**config.mk**
```make
export PLATFORM = sky130hd
export DESIGN_NAME = counter_sched
export DESIGN_NICKNAME = d
export VERILOG_FILES = /design/src/rtl/counter_sched_pkg.sv /design/src/rtl/rr_arbiter.sv /design/src/rtl/counter_sched.sv
export SDC_FILE = /design/constraint.sdc
export NUM_CORES = 1
export LEC_CHECK = 0
export ABC_CLOCK_PERIOD_IN_PS = 5220
export CORE_MARGIN = 4
export CORE_UTILIZATION = 50
export DETAILED_ROUTE_END_ITERATION = 8
export GPL_TIMING_DRIVEN = 0
export HOLD_SLACK_MARGIN = 0.1
export PLACE_DENSITY = 0.89
export SYNTH_ARGS = -nofsm -noshare
export SYNTH_HDL_FRONTEND = slang
export SYNTH_SLANG_ARGS = --single-unit
```
**constraint.sdc**
```tcl
create_clock -name clk -period 5.22 [get_ports clk]
set_input_delay 0.522 -clock clk [delete_from_list [all_inputs] [get_ports clk]]
set_output_delay 0.522 -clock clk [all_outputs]
set_load 0.01 [all_outputs]
```
**src/rtl/counter_sched_pkg.sv**
```systemverilog
// rtl/counter_sched_pkg.sv - shared types and defaults for the counter scheduler
package counter_sched_pkg;

    typedef enum logic [1:0] {
        IDLE  = 2'd0,
        CLEAR = 2'd1,
        RUN   = 2'd2,
        DONE  = 2'd3
    } state_e;

    localparam int NREQ_DEF = 4;
    localparam int W_DEF    = 8;

endpackage

```
**src/rtl/rr_arbiter.sv**
```systemverilog
// rtl/rr_arbiter.sv - combinational round-robin pick of the first request at or after ptr
module rr_arbiter
    import counter_sched_pkg::*;
#(
    parameter int NREQ = NREQ_DEF,
    parameter int PW   = $clog2(NREQ)
) (
    input  logic [NREQ-1:0] req_i,
    input  logic [PW-1:0]   ptr_i,
    output logic [NREQ-1:0] win_o,
    output logic [PW-1:0]   idx_o,
    output logic            valid_o
);

    int          c;
    logic [PW-1:0] cand;

    always_comb begin
        valid_o = 1'b0;
        win_o   = '0;
        idx_o   = '0;
        c       = 0;
        cand    = '0;
        for (int k = 0; k < NREQ; k++) begin
            c    = (int'(ptr_i) + k) % NREQ;
            cand = PW'(c);
            if (!valid_o && req_i[cand]) begin
                valid_o     = 1'b1;
                win_o[cand] = 1'b1;
                idx_o       = cand;
            end
        end
    end

endmodule

```
**src/rtl/counter_sched.sv**
```systemverilog
// rtl/counter_sched.sv - round-robin owner of a shared up-counter: clear, run len counts, pulse done
module counter_sched
    import counter_sched_pkg::*;
#(
    parameter int NREQ = NREQ_DEF,
    parameter int W    = W_DEF
) (
    input  logic            clk,
    input  logic            reset_n,
    input  logic [NREQ-1:0] req,
    input  logic [NREQ*W-1:0] len,
    output logic [NREQ-1:0] grant,
    output logic [NREQ-1:0] done,
    output logic            busy,
    output logic            cnt_enable,
    output logic            cnt_clear,
    input  logic [W-1:0]    cnt_value
);

    localparam int PW = $clog2(NREQ);

    state_e          state_q;
    logic [PW-1:0]   ptr_q;
    logic [PW-1:0]   gidx_q;
    logic [W-1:0]    len_q;
    logic [NREQ-1:0] grant_q;
    logic [NREQ-1:0] done_q;
    logic            clear_q;

    logic [NREQ-1:0] win;
    logic [PW-1:0]   widx;
    logic            wvalid;
    logic [PW-1:0]   ptr_nxt;
    logic            req_own;
    logic            at_len;

    rr_arbiter #(.NREQ(NREQ), .PW(PW)) u_arb (
        .req_i   (req),
        .ptr_i   (ptr_q),
        .win_o   (win),
        .idx_o   (widx),
        .valid_o (wvalid)
    );

    assign ptr_nxt = (int'(gidx_q) == NREQ - 1) ? '0 : gidx_q + 1'b1;
    assign req_own = req[gidx_q];
    assign at_len  = (cnt_value == len_q);

    // Enable is combinational so a dropped request stops the counter in the same cycle.
    assign cnt_enable = (state_q == RUN) && !at_len && req_own;
    assign busy       = (state_q != IDLE);
    assign grant      = grant_q;
    assign done       = done_q;
    assign cnt_clear  = clear_q;

    always_ff @(posedge clk or negedge reset_n) begin
        if (!reset_n) begin
            state_q <= IDLE;
            ptr_q   <= '0;
            gidx_q  <= '0;
            len_q   <= '0;
            grant_q <= '0;
            done_q  <= '0;
            clear_q <= 1'b0;
        end else begin
            done_q  <= '0;
            clear_q <= 1'b0;
            case (state_q)
                IDLE: begin
                    if (wvalid) begin
                        gidx_q  <= widx;
                        grant_q <= win;
                        len_q   <= len[widx*W +: W];
                        clear_q <= 1'b1;
                        state_q <= CLEAR;
                    end
                end
                CLEAR: state_q <= RUN;
                RUN: begin
                    if (at_len) begin
                        done_q  <= grant_q;
                        state_q <= DONE;
                    end else if (!req_own) begin
                        grant_q <= '0;
                        ptr_q   <= ptr_nxt;
                        state_q <= IDLE;
                    end
                end
                DONE: begin
                    grant_q <= '0;
                    ptr_q   <= ptr_nxt;
                    state_q <= IDLE;
                end
                default: state_q <= IDLE;
            endcase
        end
    end

endmodule
```
Word-level counts from Yosys, hierarchy flattened
Cells that the tools add are included.
{"block": "totals", "regBits": 23, "latch_bits": 0, "ramBits": 0, "romBits": 0, "elab_cells": 100, "mem_count": 0}
{"block": "classes", "addsub": 4, "mul": 0, "n_div": 0, "n_lt_le_gt_ge": 9, "n_eq_ne": 9, "shifts": 1, "n_mux": 46, "bitwise": 3, "reduce_logical": 21}
{"op": "4-bit two-way mux", "n": 9}
{"op": "32-bit by 6-bit indexed part select with 8-bit output", "n": 1}
{"op": "2-bit two-way mux", "n": 10}
{"op": "2-bit by 3-bit less-than comparator with 1-bit output (second input constant)", "n": 5}
{"op": "1-bit two-way mux", "n": 15}
{"op": "4-bit OR", "n": 3}
{"op": "4-bit case mux with 3 select lines", "n": 1}
{"op": "1-bit binary-select mux with 2-bit select", "n": 5}
{"op": "1-bit logical AND", "n": 9}
{"op": "1-bit demux with 2-bit select", "n": 4}
{"op": "8-bit equality test", "n": 1}
{"op": "2-bit by 1-bit >= comparator with 1-bit output (second input constant)", "n": 4}
{"op": "2-bit case mux with 4 select lines", "n": 1}
{"op": "2-bit by 1-bit adder with 2-bit output (second input constant)", "n": 2}
{"op": "2-bit adder (second input constant)", "n": 2}
{"op": "2-bit by 1-bit equality test with 1-bit output (second input constant)", "n": 2}
{"op": "2-bit equality test (second input constant)", "n": 2}
{"op": "1-bit zero test", "n": 4}
{"op": "2-bit inequality test (second input constant)", "n": 2}
{"op": "2-bit case mux with 2 select lines", "n": 1}
{"op": "2-bit AND reduction", "n": 2}
{"op": "4-bit AND reduction", "n": 1}
{"op": "2-bit nonzero test", "n": 2}
{"op": "3-bit inequality test (second input constant)", "n": 1}
{"op": "other kinds (4)", "n": 4}

Longest topological paths before layout
{"block": "depth", "depth_word": 14, "ltp_mapped": 13}

Hierarchy
Synthesis repeated with hierarchy kept, for this count alone.
{"block": "unflattened", "cells_unflattened": 151, "area_unflattened_um2": 1705.4}
{"mod": "counter_sched", "n_inst": 1, "cells_per_inst": 106, "area_each_um2": 1283.7, "seq_area_each_um2": 575.6}
{"mod": "rr_arbiter", "n_inst": 1, "cells_per_inst": 45, "area_each_um2": 421.7, "seq_area_each_um2": 0.0}

Least setup slack after synthesis
Ideal clock, no wire load.
{"block": "synth_timing", "path_kind": "flip-flop to flip-flop", "start": "register ptr_q[1]", "end": "register len_q[4]", "setup_time_ps": 126, "t_arrival_ps": 2760, "path_slack_ps": 2334, "stages_incl_launch_ff": 14, "path_cell_list": "dfrtp_1 buf_2 inv_1 ha_1 clkbuf_2 mux4_2 buf_6 nand2b_1 buf_6 a21oi_2 a21o_1 buf_6 mux2_4 a221o_1"}
{"block": "synth_via", "elab_chain_len": 13, "elab_cells_between_ends": 27, "classes_between": "add/sub: 3; shift: 1; mux: 16; reduce/logical: 7"}
{"item": "start: declaration", "line_no": "counter_sched.sv:23", "rtl": "logic [PW-1:0] ptr_q;"}
{"item": "start signal: assignment", "line_no": "counter_sched.sv:85", "rtl": "ptr_q <= ptr_nxt;"}
{"item": "start signal: assignment", "line_no": "counter_sched.sv:91", "rtl": "ptr_q <= ptr_nxt;"}
{"item": "parallel branches: the longest is 13 deep, another holds 2-bit by 1-bit adder with 2-bit output"}
{"item": "end signal: assignment", "line_no": "counter_sched.sv:73", "rtl": "len_q <= len[widx*W +: W];"}
{"item": "end: declaration", "line_no": "counter_sched.sv:25", "rtl": "logic [W-1:0] len_q;"}
Several ways; the timed one is not identified. The select of a mux whose other input is x is not followed.
A chain may end at the register's enable or synchronous reset.

Worst setup path in the final report
{"block": "layout_timing", "start": "input port req[2]", "end": "output port cnt_enable"}
{"block": "layout_via", "elab_chain_len": 3}
{"item": "start: declaration", "line_no": "counter_sched.sv:10", "rtl": "input logic [NREQ-1:0] req,"}
{"item": "1-bit binary-select mux with 2-bit select", "line_no": "counter_sched.sv:46", "rtl": "assign req_own = req[gidx_q];"}
{"item": "1-bit two-way mux (not written as such)", "line_no": "counter_sched.sv:46"}
{"item": "1-bit logical AND", "line_no": "counter_sched.sv:50", "rtl": "assign cnt_enable = (state_q == RUN) && !at_len && req_own;"}
{"item": "end: declaration", "line_no": "counter_sched.sv:15", "rtl": "output logic cnt_enable,"}
No other way between the ends. The select of a mux whose other input is x is not followed.

==> reports/results.tsv <==
metric	value	unit
final_area	0.00263	mm2
whs	518	ps
post_cts.repair.setup_buffers	0	
ys_warn_count	0	
synth_most_common_cell	dfrtp_1	
grt_max_degree	24	
drive_gt1_frac	0.0866	
postCtsHoldBufs	0	
cp.required	4700	ps
netlist_area	0.00196	mm2
crit_arrival	2770	ps
synth_cell_types	45	
dr.pass1.iters	4	
max-vdd-ir-drop	0.342	mV
cp-start-kind	input port	
vias	1970	
ios	57	
dp_slack	2000	ps
ys_top_cells_by_count	dfrtp_1, nand2_1, nor2_1, mux2i_1	
drc	0	
rsz0062_at_grt	false	
maxCapViolations	0	
place_area	0.00258	mm2
period_needed	3290	ps
antenna_found_initial	0	
fmax	0.304	GHz
nNetsFinal	332	
synth.area.top_cells	dfrtp_1, mux2i_1, ha_1	
finalPower	1.46	mW
diodes	0	
synthFlopType	dfrtp_1	
cts-resized-gates	0	
syn2layout_area_growth	34.1	%
hp-class	flip-flop to flip-flop	
cts_root_buf	clkbuf_8	
wl	5.60	mm
syn_area_per_cell	9.02	um2
crit_fanout	10	
setup_viol	0	
grt_pass1_wl	9.40	mm
ys_async_sr_fraction	1.00	
die_x	70.6	um
synth_edf_count	0	
cts_tree	yes	
clockBufferDepth	2	
num_rows	22	
final.period_utilization	0.630	
seqCellArea	576	um2
ys_ff_latch	23	
clk_pin_slew	80	ps
grt_pass1_vias	1988	
slew_headroom	0.311	
synth_nets	271	
tns	0	ps
nFillCells	303	
worst_slew_pin_slew	1030	ps
vias_per_cell	6.06	
grt.total_usage	0.228	
die-area	0.00498	mm2
fin_skew	10.8	ps
finalHoldViolations	0	
core-area	0.00372	mm2
fin_ws	1930	ps
final_util	0.706	
ant_nets	0	
io_buffers	56	
leakage	1.11	nW
status	finished clean	
yosys.area.top_type	dfrtp_1	
numCtsBuffers	3	
instances_no_fill	325	
pwr_density_cell	555	mW/mm2
dpl.hpwl	4.23	mm
grt_remaining_overflow	0	
dr.first_iter.drc_count	185	
slew_violations	0	
clock_latency	270	ps
synthCells	217	
start_util	0.527	
dpl.cell_count	321	
critPathKind	input port to primary output	
synth.top_cell.area_share	0.294	
chipHeight	70.6	um
worst_setup_path_end_kind	primary output	
synth_seq_area_share	0.294	
globalplace.congestion	0.856	
multi_input_area	0.00126	mm2
clock-sinks	23	
cts_max_level	1	
routedWlPerCell	17.2	um
[where the power goes]
group | internal (mW) | switching, mW
sequential | 0.247 | 0.0606
clock | 0.0533 | 0.0594
combinational | 0.479 | 0.557
total | 0.780 | 0.677
[flip-flops by register name, summed over array words and instances (netlist names)]
signal and count:
cnt_clear 1, gidx_q 2, len_q 8, done 4, ptr_q 2, state_q 2
grant 4
[per-layer routing]
metal / share of wire / GRT usage
met5: 0 / 0
met4: 0.016 / 0.0480
met3: 0.074 / 0.0625
met2: 0.50 / 0.389
met1: 0.41 / 0.292
[cell families after synthesis]
| group | Yosys count | share of synthesized area |
|---|---|---|
| adder cells (fa/ha/maj) | 8 | 0.0511 |
| XOR/XNOR | 8 | 0.0358 |
| buffers and inverters | 23 | 0.0613 |
| AND/OR/NAND/NOR | 77 | 0.201 |
| multiplexers | 24 | 0.155 |
| AO/OA/AOI/OAI | 54 | 0.201 |
| flip-flops | 23 | 0.294 |
[cells in the final DEF, fill, tap and decap left out, types with 8 or more instances in the layout]
master	count
nand2_1	22
mux2i_1	15
a221oi_1	11
clkdlybuf4s50_1	56
xnor2_1	8
clkbuf_1	9
and2_1	11
a21oi_1	11
dfrtp_1	23
ha_1	8
nor2_1	17
[final timing paths]
path                                            from                   end  slack, ps  cells past startpoint
worst max-delay path                          req[2]            cnt_enable       1930                      5
worst min-delay path            grant[0]$_DFFE_PN0P_  grant[0]$_DFFE_PN0P_        520                      1
worst max register to register  ptr_q[1]$_DFFE_PN0P_  len_q[4]$_DFFE_PN0P_       2040                     13
worst min register to register  grant[0]$_DFFE_PN0P_  grant[0]$_DFFE_PN0P_        520                      1
max in group asynchronous                    reset_n  ptr_q[1]$_DFFE_PN0P_       3780                      1
min in group asynchronous                    reset_n  len_q[0]$_DFFE_PN0P_        810                      1
[critical path, stage by stage]
cell and delay [ps]:
clkdlybuf4s50_1 550, clkbuf_1 340, mux4_2 340, nor4bb_1 390
clkdlybuf4s50_1 620
[area by class of cell]
class                      count  area share
inverter                       6     0.00858
sequential                    23       0.219
timing repair buffer          56       0.214
clock buffer                   3      0.0157
tap                           48      0.0229
multi-input combinational    171       0.481
buffer                        17      0.0372
clock inverter                 1     0.00191
(Power assumes the default switching activity.)
